<file path="src/rtl/wb_arbiter_2m.sv">
// Two-master Wishbone arbiter: round-robin grant held for a whole CYC cycle,
// with a bus watchdog that ends stalled strobes with a one-cycle ERR.
module wb_arbiter_2m #(
  parameter int ADR_W   = 32,
  parameter int DAT_W   = 32,
  parameter int TIMEOUT = 256
) (
  input  logic               clk,
  input  logic               reset,
  input  logic               m0_cyc_i,
  input  logic               m0_stb_i,
  input  logic               m0_we_i,
  input  logic [ADR_W-1:0]   m0_adr_i,
  input  logic [DAT_W/8-1:0] m0_sel_i,
  input  logic [DAT_W-1:0]   m0_dat_i,
  output logic [DAT_W-1:0]   m0_dat_o,
  output logic               m0_ack_o,
  output logic               m0_err_o,
  input  logic               m1_cyc_i,
  input  logic               m1_stb_i,
  input  logic               m1_we_i,
  input  logic [ADR_W-1:0]   m1_adr_i,
  input  logic [DAT_W/8-1:0] m1_sel_i,
  input  logic [DAT_W-1:0]   m1_dat_i,
  output logic [DAT_W-1:0]   m1_dat_o,
  output logic               m1_ack_o,
  output logic               m1_err_o,
  output logic               s_cyc_o,
  output logic               s_stb_o,
  output logic               s_we_o,
  output logic [ADR_W-1:0]   s_adr_o,
  output logic [DAT_W/8-1:0] s_sel_o,
  output logic [DAT_W-1:0]   s_dat_o,
  input  logic [DAT_W-1:0]   s_dat_i,
  input  logic               s_ack_i,
  input  logic               s_err_i,
  output logic [1:0]         gnt
);

  localparam int CNT_W = (TIMEOUT > 1) ? $clog2(TIMEOUT) : 1;

  typedef enum logic [1:0] {IDLE, GNT0, GNT1} state_t;

  state_t           state, state_nx;
  logic             last, last_nx;   // master that owned the bus most recently
  logic [CNT_W-1:0] to_cnt;
  logic             to_err;
  logic             own0, own1;

  always_ff @(posedge clk or negedge reset) begin
    if (!reset) begin
      state <= IDLE;
      last  <= 1'b1;
    end else begin
      state <= state_nx;
      last  <= last_nx;
    end
  end

  always_comb begin
    state_nx = state;
    last_nx  = last;
    s_cyc_o  = 1'b0;
    s_stb_o  = 1'b0;
    s_we_o   = 1'b0;
    s_adr_o  = '0;
    s_sel_o  = '0;
    s_dat_o  = '0;
    unique case (state)
      IDLE: begin
        if (m0_cyc_i && m1_cyc_i) state_nx = last ? GNT0 : GNT1;
        else if (m0_cyc_i)        state_nx = GNT0;
        else if (m1_cyc_i)        state_nx = GNT1;
      end
      GNT0: begin
        s_cyc_o = m0_cyc_i;
        s_stb_o = m0_stb_i;
        s_we_o  = m0_we_i;
        s_adr_o = m0_adr_i;
        s_sel_o = m0_sel_i;
        s_dat_o = m0_dat_i;
        if (!m0_cyc_i) begin
          last_nx  = 1'b0;
          state_nx = m1_cyc_i ? GNT1 : IDLE;
        end
      end
      GNT1: begin
        s_cyc_o = m1_cyc_i;
        s_stb_o = m1_stb_i;
        s_we_o  = m1_we_i;
        s_adr_o = m1_adr_i;
        s_sel_o = m1_sel_i;
        s_dat_o = m1_dat_i;
        if (!m1_cyc_i) begin
          last_nx  = 1'b1;
          state_nx = m0_cyc_i ? GNT0 : IDLE;
        end
      end
      default: state_nx = IDLE;
    endcase
  end

  // Watchdog counts stalled strobe cycles of the current owner only.
  always_ff @(posedge clk or negedge reset) begin
    if (!reset) begin
      to_cnt <= '0;
      to_err <= 1'b0;
    end else if (TIMEOUT == 0 || state_nx != state || !s_stb_o || s_ack_i || s_err_i) begin
      to_cnt <= '0;
      to_err <= 1'b0;
    end else if (to_cnt == CNT_W'(TIMEOUT - 1)) begin
      to_cnt <= '0;
      to_err <= 1'b1;
    end else begin
      to_cnt <= to_cnt + 1'b1;
      to_err <= 1'b0;
    end
  end

  assign own0     = (state == GNT0);
  assign own1     = (state == GNT1);
  assign gnt      = {own1, own0};
  assign m0_dat_o = s_dat_i;
  assign m1_dat_o = s_dat_i;
  assign m0_ack_o = own0 & s_ack_i;
  assign m1_ack_o = own1 & s_ack_i;
  // A late ack landing on the watchdog cycle masks the forced error.
  assign m0_err_o = own0 & (s_err_i | (to_err & ~s_ack_i));
  assign m1_err_o = own1 & (s_err_i | (to_err & ~s_ack_i));

endmodule

</file>
<file path="config.mk">
export PLATFORM = sky130hd
export DESIGN_NAME = wb_arbiter_2m
export DESIGN_NICKNAME = d
export VERILOG_FILES = /design/src/rtl/wb_arbiter_2m.sv
export SDC_FILE = /design/constraint.sdc
export NUM_CORES = 1
export LEC_CHECK = 0
export CORE_AREA = 2 2 124 126
export CTS_CLUSTER_SIZE = 8
export DETAILED_ROUTE_END_ITERATION = 10
export DIE_AREA = 0 0 126 128
export PLACE_DENSITY = 0.57
export SKIP_CTS_REPAIR_TIMING = 1
export SLEW_MARGIN = 20
export SYNTH_ARGS = -nofsm -noshare
export SYNTH_HDL_FRONTEND = slang
export SYNTH_SLANG_ARGS = --single-unit
</file>
<file path="constraint.sdc">
create_clock -name clk -period 1.95 [get_ports clk]
set_input_delay 0.585 -clock clk [delete_from_list [all_inputs] [get_ports clk]]
set_output_delay 0.585 -clock clk [all_outputs]
set_load 0.03 [all_outputs]
</file>
==> results.json <==
{
  "status": "finished with violations",
  "violations": "negative setup slack",
  "area_delta_synth_final_pct": 138,
  "clockBufferDepth": 2,
  "drv_cap": 0,
  "drv_slew": 0,
  "r2r_cells": 10,
  "wl_per_cell_um": 18.8,
  "gp_congestion": 0.745,
  "min_path_type": "flop to flop",
  "synth_cell_types": 32,
  "yosys.area.top_type": "a22oi_1",
  "worstSetupStartpointType": "flop",
  "min_period_ns": 2.29,
  "worstSetupPathType": "flop to output port",
  "antenna_found_initial": 0,
  "synth_compound_area_share_pct": 27.0,
  "tritoncts": "done",
  "num_rows": 45,
  "grt.total_usage_pct": 12.1,
  "design.die.area_mm2": 0.0161,
  "synthesis.instances": 314,
  "leakage_uw": 0.00205,
  "max_stage_delay_ns": 0.40,
  "grt_use_met2_pct": 22.4,
  "crit_required_ns": 1.36,
  "drt_first_pass_iters": 4,
  "holdWs_ns": 0.537,
  "synth_common_cells": "nor2b_1, a22oi_1, buf_4, clkbuf_1, dfrtp_1",
  "hold_viol": 0,
  "clkLatencyLatePin_ns": 0.24,
  "grt_busiest_layer": "met2",
  "endpoint": "s_adr_o[25]",
  "end_kind": "output port",
  "grtUsageMet3_pct": 3.13,
  "gr-total-overflow": 0,
  "yosys.cell_count.top_type": "nor2b_1",
  "synth_xor_area_share_pct": 1.88,
  "port_buffers": 222,
  "final.setup.tns_ns": -19.81,
  "htree_levels": 1,
  "critPathTopFamily": "buffers and inverters",
  "use_met1_pct": 14.1,
  "diodes": 0,
  "grt_pass1_vias": 2954,
  "reg2reg_from": "state[1]",
  "final_layout_size_suffix_gt1_share_pct": 50.6,
  "fmax_mhz": 437,
  "utilization_pct": 37.4,
  "crit_slowest_cell": "dfrtp_1",
  "final_nets": 667,
  "relSlewSlack_pct": 63.9,
  "grt_pass1_wl_mm": 15.9,
  "synth_top_area_share_pct": 22.8,
  "cts-buffers-inserted": 3,
  "yosys_warnings": 0,
  "viasPerCell": 4.49,
  "cts_sinks": 12,
  "crit_fanout": 11,
  "clk_pin_slew_ns": 0.04,
  "drc": 0,
  "synth.area.mux_share_pct": 1.07,
  "syn_area_mm2": 0.00233,
  "rsz0062_at_grt": "yes",
  "path_depth": 7,
  "cts-root-buf": "clkbuf_16",
  "synth-simple-area-share_pct": 27.5,
  "layout_worst_path_cycle_share_pct": 117,
  "ir_worst_vdd_uv": 646,
  "avgSynthCellArea_um2": 7.43,
  "drt_iter0_drc": 95,
  "dp_hpwl_mm": 8.73,
  "vias": 3005,
  "synthArstFlopShare_pct": 100,
  "path_common_cell": "buf_4",
  "ys_seq_elements": 12,
  "setup_violations": 84,
  "pin_count": 319,
  "synth.top_cells.by_area": "a22oi_1, buf_4, nor2b_1",
  "coreArea_mm2": 0.0149,
  "cp-startpoint": "state[1]",
  "cp.arrival_ns": 1.70,
  "die_w_um": 126,
  "regToRegSetupSlack_ns": -0.15,
  "syn_nets": 498,
  "start_util_pct": 15.7,
  "finClkSkew_ns": 0.00301,
  "pwr_density_cell_mw_per_mm2": 1470,
  "yosysSeqAreaShare_pct": 12.9,
  "setup_ws_ns": -0.337,
  "ant_nets": 0,
  "reg2reg_to": "to_cnt[7]",
  "dieHeight_um": 128,
  "synth_edf_count": 0,
  "worstMarginPinSlew_ns": 0.540,
  "synth_flop_cell": "dfrtp_1",
  "wl_mm": 12.6,
  "path_buf_inv": 4,
  "crit_chain": "buf_4 > ha_4 > buf_4 > buf_12 > a22oi_1 > nor2b_2 > buf_4",
  "grt_max_degree": 48,
  "synthAdderAreaFrac_pct": 3.22,
  "synth_top_family_by_area": "simple AND/OR/NAND/NOR gates"
}
[metrics by stage]
step	setup WS [ns]	area, um^2	instances	total power [uW]
4_1_cts	-0.606	4820	656	6830
6_report	-0.337	5560	670	8160
5_1_grt	-0.385	5560	670	8560
3_3_place_gp	-0.589	4730	652	6310
2_1_floorplan	-0.0689	2600	314	4090
3_5_place_dp	-0.694	4730	652	6380
[kinds of logic (layout without fill, tap and decap cells)]
logic type | Yosys count | in the layout
multiplexers | 2 | 2
adder cells (fa/ha/maj) | 6 | 6
XOR/XNOR | 5 | 5
AO/OA/AOI/OAI | 85 | 85
buffers and inverters | 96 | 264
AND/OR/NAND/NOR | 108 | 108
flip-flops | 12 | 12
[flip-flops by register name, indices dropped and copies added, names as in the netlist]
register,cells
to_err,1
last,1
state,2
to_cnt,8
[area by class of cell]
| class | count | area (um^2) |
|---|---|---|
| Fill cell | 1472 | 9310 |
| Timing Repair Buffer | 254 | 2950 |
| Multi-Input combinational cell | 206 | 1960 |
| Sequential cell | 12 | 303 |
| Tap cell | 188 | 235 |
| Clock buffer | 4 | 88.8 |
| Inverter | 6 | 25.0 |
[cells in the final DEF, fill, tap and decap left out, types with 2 or more instances in the layout]
cell type / Yosys / routed
a21oi_1: 7 / 5
a21oi_2: 0 / 2
a22oi_1: 71 / 42
a22oi_2: 0 / 29
and2_4: 0 / 2
buf_12: 0 / 32
buf_4: 66 / 25
buf_6: 1 / 46
clkbuf_16: 0 / 8
clkdlybuf4s50_1: 0 / 141
dfrtp_1: 11 / 10
dlymetal6s2s_1: 0 / 4
ha_1: 6 / 2
ha_4: 0 / 3
inv_1: 6 / 4
nand2_1: 9 / 7
nand2_2: 0 / 2
nand3_1: 5 / 5
nor2_1: 3 / 3
nor2b_2: 0 / 67
nor2b_4: 0 / 5
nor4_2: 0 / 4
nor4_4: 0 / 5
xnor2_1: 3 / 3
xor2_1: 2 / 2
[worst reg2reg max path, stage by stage (launching register included)]
cell and delay (ns):
dfrtp_1 0.40, buf_4 0.16, ha_4 0.19, buf_4 0.15, buf_12 0.14, nand3b_1 0.08
o21a_1 0.19, nor3_1 0.06, o21bai_4 0.20, buf_6 0.15, nor4_4 0.28
[worst min-delay path by stage]
stage              start   endpoint  slack (ns)  depth (start not counted)
5_1_grt             last       last        0.55                          2
3_3_place_gp   to_cnt[0]  to_cnt[0]        0.48                          1
4_1_cts        to_cnt[0]  to_cnt[0]        0.49                          1
6_report            last       last        0.54                          2
3_5_place_dp   to_cnt[0]  to_cnt[0]        0.49                          1
2_1_floorplan      reset   state[0]        0.29                          0
[metal layers]
metal | up-vias | wire [um]
met4 | 0 | 203
met1 | 1439 | 4750
li1 | 1387 | -
met5 | - | 0
met2 | 162 | 6760
met3 | 17 | 883
[where the power goes]
part	leakage (uW)	internal [uW]	switching [uW]
clock network	0.0000442	310	110
registers	0.000160	291	38.6
logic	0.00185	3750	3660
total	0.00205	4350	3810
Note: power is estimated with default switching activity, not from simulation.
